==> src/rtl/bram_frame_writer.sv <==
// Thresholds a streamed RGB frame into a 1-bit BRAM image, addressed as {y[8:0], x[9:0]}.
// Define FRAME_CLEAR_EN to zero the whole image after each accepted start, before capture begins.
module bram_frame_writer #(
    parameter int HPIX = 640,
    parameter int VPIX = 480
) (
    input  logic        clk,
    input  logic        reset,
    input  logic        start,
    input  logic        pix_valid,
    input  logic        pix_sof,
    input  logic [29:0] pix_data,
    input  logic [11:0] threshold,
    output logic [18:0] bram_addr,
    output logic        bram_din,
    output logic        bram_we,
    output logic        busy,
    output logic        done
);

    localparam logic [9:0] X_LAST = 10'(HPIX - 1);
    localparam logic [8:0] Y_LAST = 9'(VPIX - 1);

    typedef enum logic [2:0] {
        IDLE     = 3'd0,
        WAIT_SOF = 3'd1,
        CAPTURE  = 3'd2,
        DONE     = 3'd3
`ifdef FRAME_CLEAR_EN
        ,
        CLEAR    = 3'd4
`endif
    } state_t;

    state_t      state, state_next;
    logic [9:0]  x, x_next;
    logic [8:0]  y, y_next;
    logic [11:0] thr, thr_next;
    logic [18:0] addr_next;
    logic        we_next, din_next;

    logic [11:0] lum;
    logic [9:0]  wx;
    logic [8:0]  wy;

    // A sof pixel always lands at the origin, whatever the counters say
    assign lum = 12'(pix_data[29:20]) + 12'(pix_data[19:10]) + 12'(pix_data[9:0]);
    assign wx  = pix_sof ? 10'd0 : x;
    assign wy  = pix_sof ? 9'd0 : y;

    assign busy = (state != IDLE);
    assign done = (state == DONE);

    always_ff @(posedge clk or posedge reset) begin
        if (reset) begin
            state     <= IDLE;
            x         <= '0;
            y         <= '0;
            thr       <= '0;
            bram_we   <= 1'b0;
            bram_addr <= '0;
            bram_din  <= 1'b0;
        end else begin
            state     <= state_next;
            x         <= x_next;
            y         <= y_next;
            thr       <= thr_next;
            bram_we   <= we_next;
            bram_addr <= addr_next;
            bram_din  <= din_next;
        end
    end

    always_comb begin
        state_next = state;
        x_next     = x;
        y_next     = y;
        thr_next   = thr;
        we_next    = 1'b0;
        addr_next  = bram_addr;
        din_next   = bram_din;

        case (state)
            IDLE: begin
                x_next = '0;
                y_next = '0;
                if (start) begin
                    thr_next = threshold;
`ifdef FRAME_CLEAR_EN
                    state_next = CLEAR;
`else
                    state_next = WAIT_SOF;
`endif
                end
            end

`ifdef FRAME_CLEAR_EN
            CLEAR: begin
                we_next   = 1'b1;
                addr_next = {y, x};
                din_next  = 1'b0;
                if (x == X_LAST) begin
                    x_next = '0;
                    if (y == Y_LAST) begin
                        y_next     = '0;
                        state_next = WAIT_SOF;
                    end else begin
                        y_next = y + 9'd1;
                    end
                end else begin
                    x_next = x + 10'd1;
                end
            end
`endif

            WAIT_SOF, CAPTURE: begin
                if (pix_valid && (pix_sof || state == CAPTURE)) begin
                    we_next   = 1'b1;
                    addr_next = {wy, wx};
                    din_next  = (lum >= thr);
                    if (wx == X_LAST && wy == Y_LAST) begin
                        x_next     = '0;
                        y_next     = '0;
                        state_next = DONE;
                    end else if (wx == X_LAST) begin
                        x_next     = '0;
                        y_next     = wy + 9'd1;
                        state_next = CAPTURE;
                    end else begin
                        x_next     = wx + 10'd1;
                        y_next     = wy;
                        state_next = CAPTURE;
                    end
                end
            end

            DONE: state_next = IDLE;

            default: state_next = IDLE;
        endcase
    end

endmodule

==> config.mk <==
export PLATFORM = sky130hd
export DESIGN_NAME = bram_frame_writer
export DESIGN_NICKNAME = d
export VERILOG_FILES = /design/src/rtl/bram_frame_writer.sv
export SDC_FILE = /design/constraint.sdc
export NUM_CORES = 1
export LEC_CHECK = 0
export BUFFER_PORTS_ARGS = -buffer_cell sky130_fd_sc_hd__buf_2
export CORE_AREA = 2 2 83 85
export CTS_CLUSTER_SIZE = 40
export DETAILED_ROUTE_END_ITERATION = 8
export DIE_AREA = 0 0 85 87
export GPL_TIMING_DRIVEN = 0
export PLACE_DENSITY = 0.78
export SETUP_SLACK_MARGIN = 0.3
export SLEW_MARGIN = 30
export SYNTH_ARGS = -nofsm -noshare
export SYNTH_HDL_FRONTEND = slang
export SYNTH_SLANG_ARGS = --single-unit
==> constraint.sdc <==
create_clock -name clk -period 2.56 [get_ports clk]
set_clock_uncertainty 0.15 [all_clocks]
set_input_delay 0.384 -clock clk [delete_from_list [all_inputs] [get_ports clk]]
set_output_delay 0.384 -clock clk [all_outputs]
set_load 0.03 [all_outputs]
==> summary.txt, run 1 <==
Cells and area
  – Nets: 523
  – Register Area: 1350 um2
  – Most frequent cells in the layout: 69 x buf_2, 54 x dfrtp_1, 41 x nand2_1
  – Share of cells above drive strength 1: 30.3%
  – Multi-input gate area in the final layout: 1990 um2
  – Commonest non-fill, non-tap cell in the layout: buf_2
  – P&R area growth vs syn: 21.7%
  – # diodes: 0
  – Fillers: 549

CTS
  – Reg clk slew, reported paths: 0.09 ns
  – TritonCTS clock tree: built
  – Clk_lat worst skew: 0.32 ns
  – TritonCTS buffer count: 5
  – Clock Tree Buf Depth: 2
  – CTS Sinks: 54
  – H-Tree Depth: 2
  – CTS Root Cell: clkbuf_8

Critical path
  – R2R Setup Slk: 0.39 ns
  – Cell chain of the critical path: buf_8, inv_8, fa_1, inv_2, ha_4, fa_2, a21o_1, a211oi_2, nor2_1, o41ai_2, xnor2_1, ha_1, a21o_1, a21o_1, a21oi_2, a31oi_1
  – CP startpoint kind: input pin
  – Arr. time, crit path: 3.33 ns
  – CP Capture Point: bram_din
  – Crit path from: pix_data[21]
  – CP endpoint kind: flip-flop
  – CP required: 2.60 ns
  – Reg-to-Reg End: x[7]
  – Most used cell, CP: a21o_1
  – CP Max Fanout: 2
  – Crit-path slowest cell: fa_1
  – Worst r2r path cells: 10
  – Critical R2R Launch: state[0]
  – Critical path type: input pin to flip-flop
  – Max incr delay on CP: 0.54 ns

Global routing
  – Vias in the first global route: 2708
  – Total global-route track usage: 20.1%
  – Grt ovf: 0
  – Largest net degree at the start of global routing: 32
  – Initial antenna violation count: 0
  – First-pass GRT wire length: 12.0 mm

Logic synthesis
  – Post-Synth XOR/XNOR Area: 2.04%
  – Synth Area in Compound Gates: 15.4%
  – Largest family of logic cells by synthesized area: simple AND/OR/NAND/NOR gates
  – Number of synthesized register bits: 54
  – Net count after synthesis: 435
  – Post-synthesis mux area share: 5.53%
  – EDFF count, synth: 0
  – Syn Inst Count: 350
  – Register area share after synthesis: 39.3%
  – Synth async-reset ratio: 100%
  – Syn Area/Cell: 9.83 um2
  – Yosys warns: 0
  – Mapped Area: 3440 um2
  – Synth cell types: 53
  – Synth Area in Adders: 16.2%
  – Simple-Gate Fraction of Synth Area: 16.8%
  – Synth Flop Type: dfrtp_1

STA
  – TNS Setup: -0.733 ns
  – Final worst path period share: 129%
  – Highest clock rate: 0.304 GHz
  – Worst slew margin: 61.5%
  – Final setup fails: 1
  – Minimum clock period: 3.29 ns
  – Worst setup margin: -0.733 ns
  – Unrepaired setup endpoints after global routing: true
  – Worst Tran Pin Value: 0.563 ns
  – Slew Viols, Final: 0
  – Fin. Hold Viols: 0

Placed design
  – Routability cong.: 0.871
  – I/O Buffers: 69
  – Dpl ws: -1.21 ns
  – Post-DP HPWL: 5.53 mm

Route
  – DR iter-0 viols: 153
  – DRT Pass-1 Iters: 4
  – Final ANT Viol Nets: 0
  – Vias post-DR: 2851
  – Routed WL: 7.49 mm
  – DRC viols: 0
  – WL/cell: 14.4 um
  – Vias per inst: 5.49

Die
  – IO Pins: 70
  – Die height: 87 um
  – Die X: 85 um
  – Num rows: 30
  – DIE AREA: 7400 um2
  – Core area: 6570 um2
  – Initial Util: 52.4%

Pwr
  – Cell area power density: 733 nW/um2
  – Pleak: 2.09 nW
  – PnR Total Power: 0.00307 W
  – Worst vdd ir: 701 uV

Worst hold path
  – Min-delay worst type: input pin to flip-flop

Outcome
  – Failing checks: negative setup slack
  – Status: finished with violations

Run
  – Max Cap Viol: 0
power by group:
part           leakage (nW)  switching (W)  internal (W)
Sequential            0.721      0.0000716      0.000990
Combinational          1.32       0.000858      0.000673
Clock                0.0441       0.000285      0.000193
Total                  2.09        0.00121       0.00186
layer usage:
metal / vias up / wire [um] / GRT usage, %
li1: 1413 / - / -
met1: 1375 / 3350 / 28.0
met2: 58 / 3750 / 32.7
met3: 5 / 312 / 2.94
met4: 0 / 74 / 6.49
met5: - / 0 / 0
per-stage QoR:
stage          hold slack, ns  instances  utilization, %  cell area, um2
6_report                0.151        519            63.7            4190
5_1_grt                 0.145        519            63.7            4190
2_1_floorplan           0.325        350               -            3460
3_3_place_gp            0.304        499            59.5            3910
4_1_cts                 0.145        509            62.0            4070
3_5_place_dp            0.223        500            59.9            3930
cells by family after synthesis:
group,after synthesis
buffers and inverters,42
AND/OR/NAND/NOR,110
AO/OA/AOI/OAI,81
adder cells (fa/ha/maj),38
XOR/XNOR,8
flip-flops,54
multiplexers,17
Yosys cell counts (all sizes together) (2+ instances only):
| cell | count | area (um2) |
|---|---|---|
| a2111oi | 2 | 17.5 |
| a21o | 6 | 45.0 |
| a21oi | 14 | 70.1 |
| a22o | 5 | 43.8 |
| a31o | 2 | 17.5 |
| a31oi | 3 | 18.8 |
| a32o | 3 | 30.0 |
| and2 | 2 | 12.5 |
| and3 | 2 | 12.5 |
| and4 | 3 | 26.3 |
| buf | 5 | 26.3 |
| clkbuf | 5 | 18.8 |
| dfrtp | 54 | 1350 |
| fa | 11 | 220 |
| ha | 27 | 338 |
| inv | 32 | 120 |
| mux2 | 16 | 180 |
| nand2 | 43 | 161 |
| nand2b | 6 | 37.5 |
| nand3 | 8 | 40.0 |
| nand3b | 2 | 15.0 |
| nand4 | 6 | 37.5 |
| nor2 | 15 | 56.3 |
| nor2b | 6 | 37.5 |
| nor3 | 8 | 45.0 |
| nor4 | 2 | 27.5 |
| nor4b | 2 | 32.5 |
| o21a | 2 | 15.0 |
| o21ai | 29 | 145 |
| o22a | 2 | 17.5 |
| o22ai | 2 | 12.5 |
| o2bb2ai | 2 | 17.5 |
| o32ai | 2 | 17.5 |
| or3 | 3 | 18.8 |
| xnor2 | 6 | 52.6 |
| xor2 | 2 | 17.5 |
timing repair:
action | 4_1_cts | 5_1_grt
setup buffers | 0 | 10
hold buffers | 1 | 0
setup endpoints to repair | 10 | 31
pin swaps | 6 | 3
endpoints found under the hold margin | 23 | 0
gates resized for setup | 11 | 17
how the worst min path moves through the flow:
stage	slack, ns	depth (start not counted)	endpoint	startpoint
floorplan	0.33	1	y[8]	y[8]
global placement	0.30	2	bram_addr[17]	bram_addr[17]
detailed placement	0.22	2	bram_addr[2]	reset
CTS	0.15	2	thr[0]	threshold[0]
global route	0.14	2	thr[1]	threshold[1]
finish	0.15	2	thr[0]	threshold[0]
flip-flops by register name, summed over array words and instances, names as in the netlist:
signal     count
state          2
bram_addr     19
thr           12
x             10
bram_we        1
bram_din       1
y              9
worst max-delay path, delay by kind of cell:
kind | cells | cell delay, ns
AO/OA/AOI/OAI | 7 | 1.21
buffers and inverters | 3 | 0.15
AND/OR/NAND/NOR | 1 | 0.09
adder cells (fa/ha/maj) | 4 | 1.31
XOR/XNOR | 1 | 0.17
area by class of cell:
| class | instances | share of cell area [%] |
|---|---|---|
| flip-flops and latches | 54 | 32.3 |
| well taps | 80 | 2.39 |
| plain buffers | 10 | 1.43 |
| multi-input cells | 254 | 47.6 |
| clock inverters | 3 | 0.508 |
| clock buffers | 5 | 1.64 |
| inverters | 32 | 3.11 |
| repair buffers | 81 | 11.0 |
(Power assumes the default switching activity.)
==> run 2, diff against run 1 <==
clock period = 3.2 ns   (was 2.56 ns; I/O delays follow)
==> summary.txt, run 2 (synthesis gave the netlist of run 1 again) <==
Pwr
  – Worst vdd ir: 493 uV (was 701 uV)
  – Psw: 0.000933 W (was 0.00121 W)
  – Internal: 0.00140 W (was 0.00186 W)
  – Clock share of power: 16.3% (was 15.5%)
  – PnR Total Power: 0.00234 W (was 0.00307 W)
  – Combinational share of power: 47.3% (was 49.9%)
  – Cell area power density: 575 nW/um2 (was 733 nW/um2)
  – Reg power frac: 36.3% (was 34.6%)
  – Pleak: 2.01 nW (was 2.09 nW)
  – Sw Share: 39.9% (was 39.6%)

Global routing
  – Vias in the first global route: 2707 (was 2708)
  – Total global-route track usage: 20.2% (was 20.1%)
  – Grt ovf: 0 (unchanged)
  – Largest net degree at the start of global routing: 32 (unchanged)
  – Initial antenna violation count: 0 (unchanged)
  – First-pass GRT wire length: 12.0 mm (about the same)

STA
  – Final setup fails: 1 (unchanged)
  – Slew Viols, Final: 0 (unchanged)
  – Worst setup margin: -0.186 ns (was -0.733 ns)
  – TNS Setup: -0.186 ns (was -0.733 ns)
  – Minimum clock period: 3.39 ns
  – Unrepaired setup endpoints after global routing: true (unchanged)
  – Worst slew margin: 56.4% (was 61.5%)
  – Post-Route Hold Slack: 0.246 ns (was 0.151 ns)
  – Final worst path period share: 106%
  – Highest clock rate: 0.295 GHz
  – Fin. Hold Viols: 0 (unchanged)
  – Worst Tran Pin Value: 0.650 ns (was 0.563 ns)

CTS
  – TritonCTS clock tree: built (unchanged)
  – CTS Root Cell: clkbuf_8 (unchanged)
  – Reg clk slew, reported paths: 0.09 ns (about the same)
  – TritonCTS buffer count: 5 (unchanged)
  – Clock Tree Buf Depth: 2 (unchanged)
  – Clk_lat worst skew: 0.31 ns (was 0.32 ns)
  – CTS Sinks: 54 (unchanged)
  – H-Tree Depth: 2 (unchanged)

Die
  – Die X: 85 um (unchanged)
  – IO Pins: 70 (unchanged)
  – Core area: 6570 um2 (unchanged)
  – Num rows: 30 (unchanged)
  – Die height: 87 um (unchanged)
  – DIE AREA: 7400 um2 (unchanged)
  – Initial Util: 52.4% (unchanged)

Critical path
  – Max incr delay on CP: 0.54 ns (about the same)
  – CP Max Fanout: 2 (unchanged)
  – Most used cell, CP: a21o_1 (unchanged)
  – Crit-path slowest cell: fa_1 (unchanged)
  – CP required: 3.24 ns (was 2.60 ns)
  – Cell chain of the critical path: buf_8, inv_8, fa_1, inv_2, ha_4, fa_2, a21o_1, a211oi_2, nor2_1, o41ai_2, xnor2_1, ha_1, a21o_1, a21o_1, a21oi_2, a31oi_1 (unchanged)
  – Arr. time, crit path: 3.43 ns (was 3.33 ns)
  – Critical path type: input pin to flip-flop (unchanged)
  – CP endpoint kind: flip-flop (unchanged)
  – CP startpoint kind: input pin (unchanged)

Route
  – Final ANT Viol Nets: 0 (unchanged)
  – WL/cell: 14.2 um (was 14.4 um)
  – Vias post-DR: 2829 (was 2851)
  – Routed WL: 7.21 mm (was 7.49 mm)
  – DR iter-0 viols: 174 (was 153)
  – Vias per inst: 5.56 (was 5.49)
  – DRT Pass-1 Iters: 4 (unchanged)
  – DRC viols: 0 (unchanged)

Cells and area
  – Finished Core Util: 61.8% (was 63.7%)
  – P&R area growth vs syn: 18.1% (was 21.7%)
  – Commonest non-fill, non-tap cell in the layout: buf_2 (unchanged)
  – Fillers: 567 (was 549)
  – # diodes: 0 (unchanged)
  – Nets: 513 (was 523)
  – Number of flip-flops in the largest register: 19 (unchanged)
  – Top flop regs: bram_addr: 19 flops, thr: 12 flops, x: 10 flops (unchanged)
  – Most frequent cells in the layout: 71 x buf_2, 54 x dfrtp_1, 43 x nand2_1 (was 69 x buf_2, 54 x dfrtp_1, 41 x nand2_1)
  – Most flops, register: bram_addr (unchanged)
  – Share of cells above drive strength 1: 26.6% (was 30.3%)

Placed design
  – Post-DP HPWL: 5.53 mm (unchanged)
  – Routability cong.: 0.871 (unchanged)
  – I/O Buffers: 69 (unchanged)

Outcome
  – Status: finished with violations (unchanged)
  – Failing checks: negative setup slack (unchanged)

Worst hold path
  – Min-delay worst type: input pin to flip-flop (unchanged)

Run
  – Max Cap Viol: 0 (unchanged)
[run 2: cell count changes in the layout (fill, tap and decap cells not counted), moves of 2 or more]
| cell | previous run | this run |
|---|---|---|
| buf_2 | 69 | 71 |
| buf_4 | 13 | 1 |
| nand2_1 | 41 | 43 |
| clkbuf_2 | 2 | 0 |
| clkbuf_1 | 2 | 5 |
| nand2_2 | 2 | 0 |
[run 2: power groups by stage]
stage               logic (W)  registers, W  clock network (W)
floorplan            0.000786      0.000880                  0
global placement      0.00103      0.000859                  0
detailed placement    0.00108      0.000865                  0
CTS                   0.00111      0.000849           0.000392
global route          0.00126      0.000866           0.000414
finish                0.00111      0.000849           0.000382
[run 2: critical path, delay by kind of cell]
family	cells	cell delay [ns]
xor gates and xnor gates	1	0.18
adders and majority gates	4	1.31
and+or+nand+nor	1	0.09
AOI/OAI and AO/OA	7	1.21
buffers and inverters	3	0.15
[run 2: per-layer routing]
metal	track usage, %	routed length, um	up-vias
met5	0	0	-
met1	28.1	3310	1361
met2	32.7	3530	67
met3	2.94	290	5
li1	-	-	1396
met4	6.49	77	0
[run 2: area by class of cell]
class	instances	area [um2]	area share, %
Buffer	10	45.0	1.11
Timing Repair Buffer	71	385	9.49
Multi-Input combinational cell	254	1960	48.3
Clock buffer	5	68.8	1.69
Sequential cell	54	1350	33.3
Clock inverter	3	21.3	0.524
Inverter	32	130	3.20
Tap cell	80	100	2.46
[run 2: worst paths after layout]
| kind | from | end | slack, ns | cells past startpoint |
|---|---|---|---|---|
| max in group asynchronous | reset | thr[10] | 1.91 | 4 |
| worst max-delay path | pix_data[21] | bram_din | -0.19 | 16 |
| worst min-delay path | threshold[11] | thr[11] | 0.25 | 2 |
| min in group asynchronous | reset | bram_addr[4] | 0.52 | 3 |
| worst max register to register | state[1] | x[4] | 0.81 | 7 |
| worst min register to register | bram_addr[17] | bram_addr[17] | 0.33 | 2 |
[run 2: per-stage QoR]
step,worst slack (ns),instance area [um2],std cells
5_1_grt,-0.301,4060,509
4_1_cts,-0.175,4060,509
2_1_floorplan,-0.286,3460,350
3_3_place_gp,-0.612,3910,499
6_report,-0.186,4060,509
3_5_place_dp,-0.669,3930,500
[run 2: timing repair]
| action | 4_1_cts | 5_1_grt |
|---|---|---|
| buffers inserted | 0 | 0 |
| endpoints found under the setup margin | 1 | 1 |
| hold endpoints to repair | 23 | 0 |
| hold buffers | 1 | 0 |
| resized for setup | 7 | 0 |
| pin swaps | 6 | 1 |
==> run 3, diff against run 2 <==
CORE_AREA = 2 2 81 83   (was 2 2 83 85)
CTS_BUF_LIST = sky130_fd_sc_hd__clkbuf_8   (was unset)
DIE_AREA = 0 0 83 85   (was 0 0 85 87)
PLACE_DENSITY = 0.81   (was 0.78)
SKIP_CTS_REPAIR_TIMING = 1   (was unset)
==> summary.txt, run 3 (synthesis gave the netlist of run 1 again) <==
Worst hold path
  – Min-delay worst type: input pin to flip-flop (unchanged)

CTS
  – H-Tree Depth: 2 (unchanged)
  – CTS Root Cell: clkbuf_8 (unchanged)
  – Reg clk slew, reported paths: 0.09 ns (about the same)
  – Clk_lat worst skew: 0.31 ns (about the same)
  – Clock Tree Buf Depth: 2 (unchanged)
  – TritonCTS buffer count: 5 (unchanged)
  – TritonCTS clock tree: built (unchanged)
  – CTS Sinks: 54 (unchanged)

Outcome
  – Failing checks: negative setup slack (unchanged)
  – Status: finished with violations (unchanged)

Die
  – Die X: 83 um (was 85 um)
  – Core area: 6200 um2 (was 6570 um2)
  – Num rows: 29 (was 30)
  – Initial Util: 55.4% (was 52.4%)
  – Die height: 85 um (was 87 um)
  – DIE AREA: 7060 um2 (was 7400 um2)
  – IO Pins: 70 (unchanged)

Cells and area
  – Multi-input gate area in the final layout: 1970 um2 (was 1960 um2)
  – Number of flip-flops in the largest register: 19 (unchanged)
  – # diodes: 0 (unchanged)
  – Layout Cells excl Fill: 506 (was 509)
  – Nets: 513 (unchanged)
  – Most flops, register: bram_addr (unchanged)
  – Top flop regs: bram_addr: 19 flops, thr: 12 flops, x: 10 flops (unchanged)
  – Commonest non-fill, non-tap cell in the layout: buf_2 (unchanged)
  – Fillers: 528 (was 567)
  – P&R area growth vs syn: 19.0% (was 18.1%)
  – Most frequent cells in the layout: 71 x buf_2, 54 x dfrtp_1, 43 x nand2_1 (unchanged)
  – Share of cells above drive strength 1: 26.8% (was 26.6%)
  – Register Area: 1350 um2 (unchanged)

Pwr
  – Cell area power density: 596 nW/um2 (was 575 nW/um2)
  – Pleak: 2.02 nW (was 2.01 nW)
  – Worst vdd ir: 478 uV (was 493 uV)

STA
  – Fin. Hold Viols: 0 (unchanged)
  – Final worst path period share: 107% (was 106%)
  – Worst setup margin: -0.235 ns (was -0.186 ns)
  – Worst slew margin: 56.9% (was 56.4%)
  – Worst Tran Pin Value: 0.642 ns (was 0.650 ns)
  – Final setup fails: 1 (unchanged)
  – Highest clock rate: 0.291 GHz (was 0.295 GHz)
  – Unrepaired setup endpoints after global routing: true (unchanged)
  – Post-Route Hold Slack: 0.245 ns (was 0.246 ns)
  – TNS Setup: -0.235 ns (was -0.186 ns)
  – Slew Viols, Final: 0 (unchanged)
  – Minimum clock period: 3.44 ns (was 3.39 ns)

Critical path
  – Critical path type: input pin to flip-flop (unchanged)
  – Max incr delay on CP: 0.54 ns (about the same)
  – Most used cell, CP: a21o_1 (unchanged)
  – Crit-path slowest cell: fa_1 (unchanged)
  – Cell chain of the critical path: buf_8, inv_8, fa_1, inv_2, ha_4, fa_2, a21o_1, a211oi_2, nor2_2, o41ai_4, xnor2_1, ha_1, a21o_1, a21o_1, a21oi_2, a31oi_1 (was buf_8, inv_8, fa_1, inv_2, ha_4, fa_2, a21o_1, a211oi_2, nor2_1, o41ai_2, xnor2_1, ha_1, a21o_1, a21o_1, a21oi_2, a31oi_1)
  – CP delay by family, top: adder cells (unchanged)
  – CP Max Fanout: 2 (unchanged)
  – CP required: 3.24 ns (about the same)
  – CP endpoint kind: flip-flop (unchanged)
  – CP startpoint kind: input pin (unchanged)
  – Buf+Inv Stages, Crit Path: 3 (unchanged)
  – Arr. time, crit path: 3.47 ns (was 3.43 ns)

Route
  – DR iter-0 viols: 214 (was 174)
  – WL/cell: 14.5 um (was 14.2 um)
  – Final ANT Viol Nets: 0 (unchanged)
  – Routed WL: 7.33 mm (was 7.21 mm)
  – Vias post-DR: 2873 (was 2829)
  – Vias per inst: 5.68 (was 5.56)
  – DRC viols: 0 (unchanged)
  – DRT Pass-1 Iters: 5 (was 4)

Placed design
  – Dpl ws: -0.710 ns (was -0.669 ns)
  – Post-DP HPWL: 5.66 mm (was 5.53 mm)
  – I/O Buffers: 69 (unchanged)
  – Routability cong.: 0.896 (was 0.871)
  – Dpl cells: 497 (was 500)

Global routing
  – Grt ovf: 0 (unchanged)
  – Largest net degree at the start of global routing: 38 (was 32)
  – Total global-route track usage: 21.6% (was 20.2%)
  – First-pass GRT wire length: 12.7 mm (was 12.0 mm)
  – Vias in the first global route: 2786 (was 2707)
  – Initial antenna violation count: 0 (unchanged)

Run
  – Max Cap Viol: 0 (unchanged)
==> run 3: power by group <==
| part | total (W) | internal [W] | switching (W) |
|---|---|---|---|
| Sequential | 0.000852 | 0.000792 | 0.0000602 |
| Clock | 0.000447 | 0.000230 | 0.000217 |
| Combinational | 0.00114 | 0.000469 | 0.000672 |
| Total | 0.00244 | 0.00149 | 0.000949 |
==> run 3: worst paths after layout <==
path	from	cells after the start	slack, ns	end
worst max-delay path	pix_data[21]	16	-0.24	bram_din
worst min-delay path	threshold[0]	2	0.24	thr[0]
worst max register to register	state[1]	7	0.84	x[6]
worst min register to register	bram_addr[0]	2	0.33	bram_addr[0]
max in group asynchronous	reset	4	1.94	thr[11]
min in group asynchronous	reset	3	0.49	bram_addr[4]
==> run 3: final cells by class <==
type	count	share of cell area (%)
Multi-Input combinational cell	254	48.2
Buffer	10	1.10
Timing Repair Buffer	71	9.42
Clock inverter	3	1.01
Inverter	32	3.18
Clock buffer	5	1.68
Tap cell	77	2.35
Sequential cell	54	33.0
==> run 3: layer usage <==
metal  track usage (%)  wire length (um)
met1              30.6              3450
met3              3.79               303
met4              6.26                77
met5                 0                 0
met2              34.5              3500
==> run 3: metrics by stage <==
| stage | power (W) | utilization [%] | cell area [um2] |
|---|---|---|---|
| 2_1_floorplan | 0.00167 | - | 3460 |
| 3_3_place_gp | 0.00188 | 63.0 | 3910 |
| 3_5_place_dp | 0.00195 | 63.3 | 3930 |
| 4_1_cts | 0.00240 | 65.1 | 4040 |
| 5_1_grt | 0.00264 | 66.0 | 4090 |
| 6_report | 0.00244 | 66.0 | 4090 |
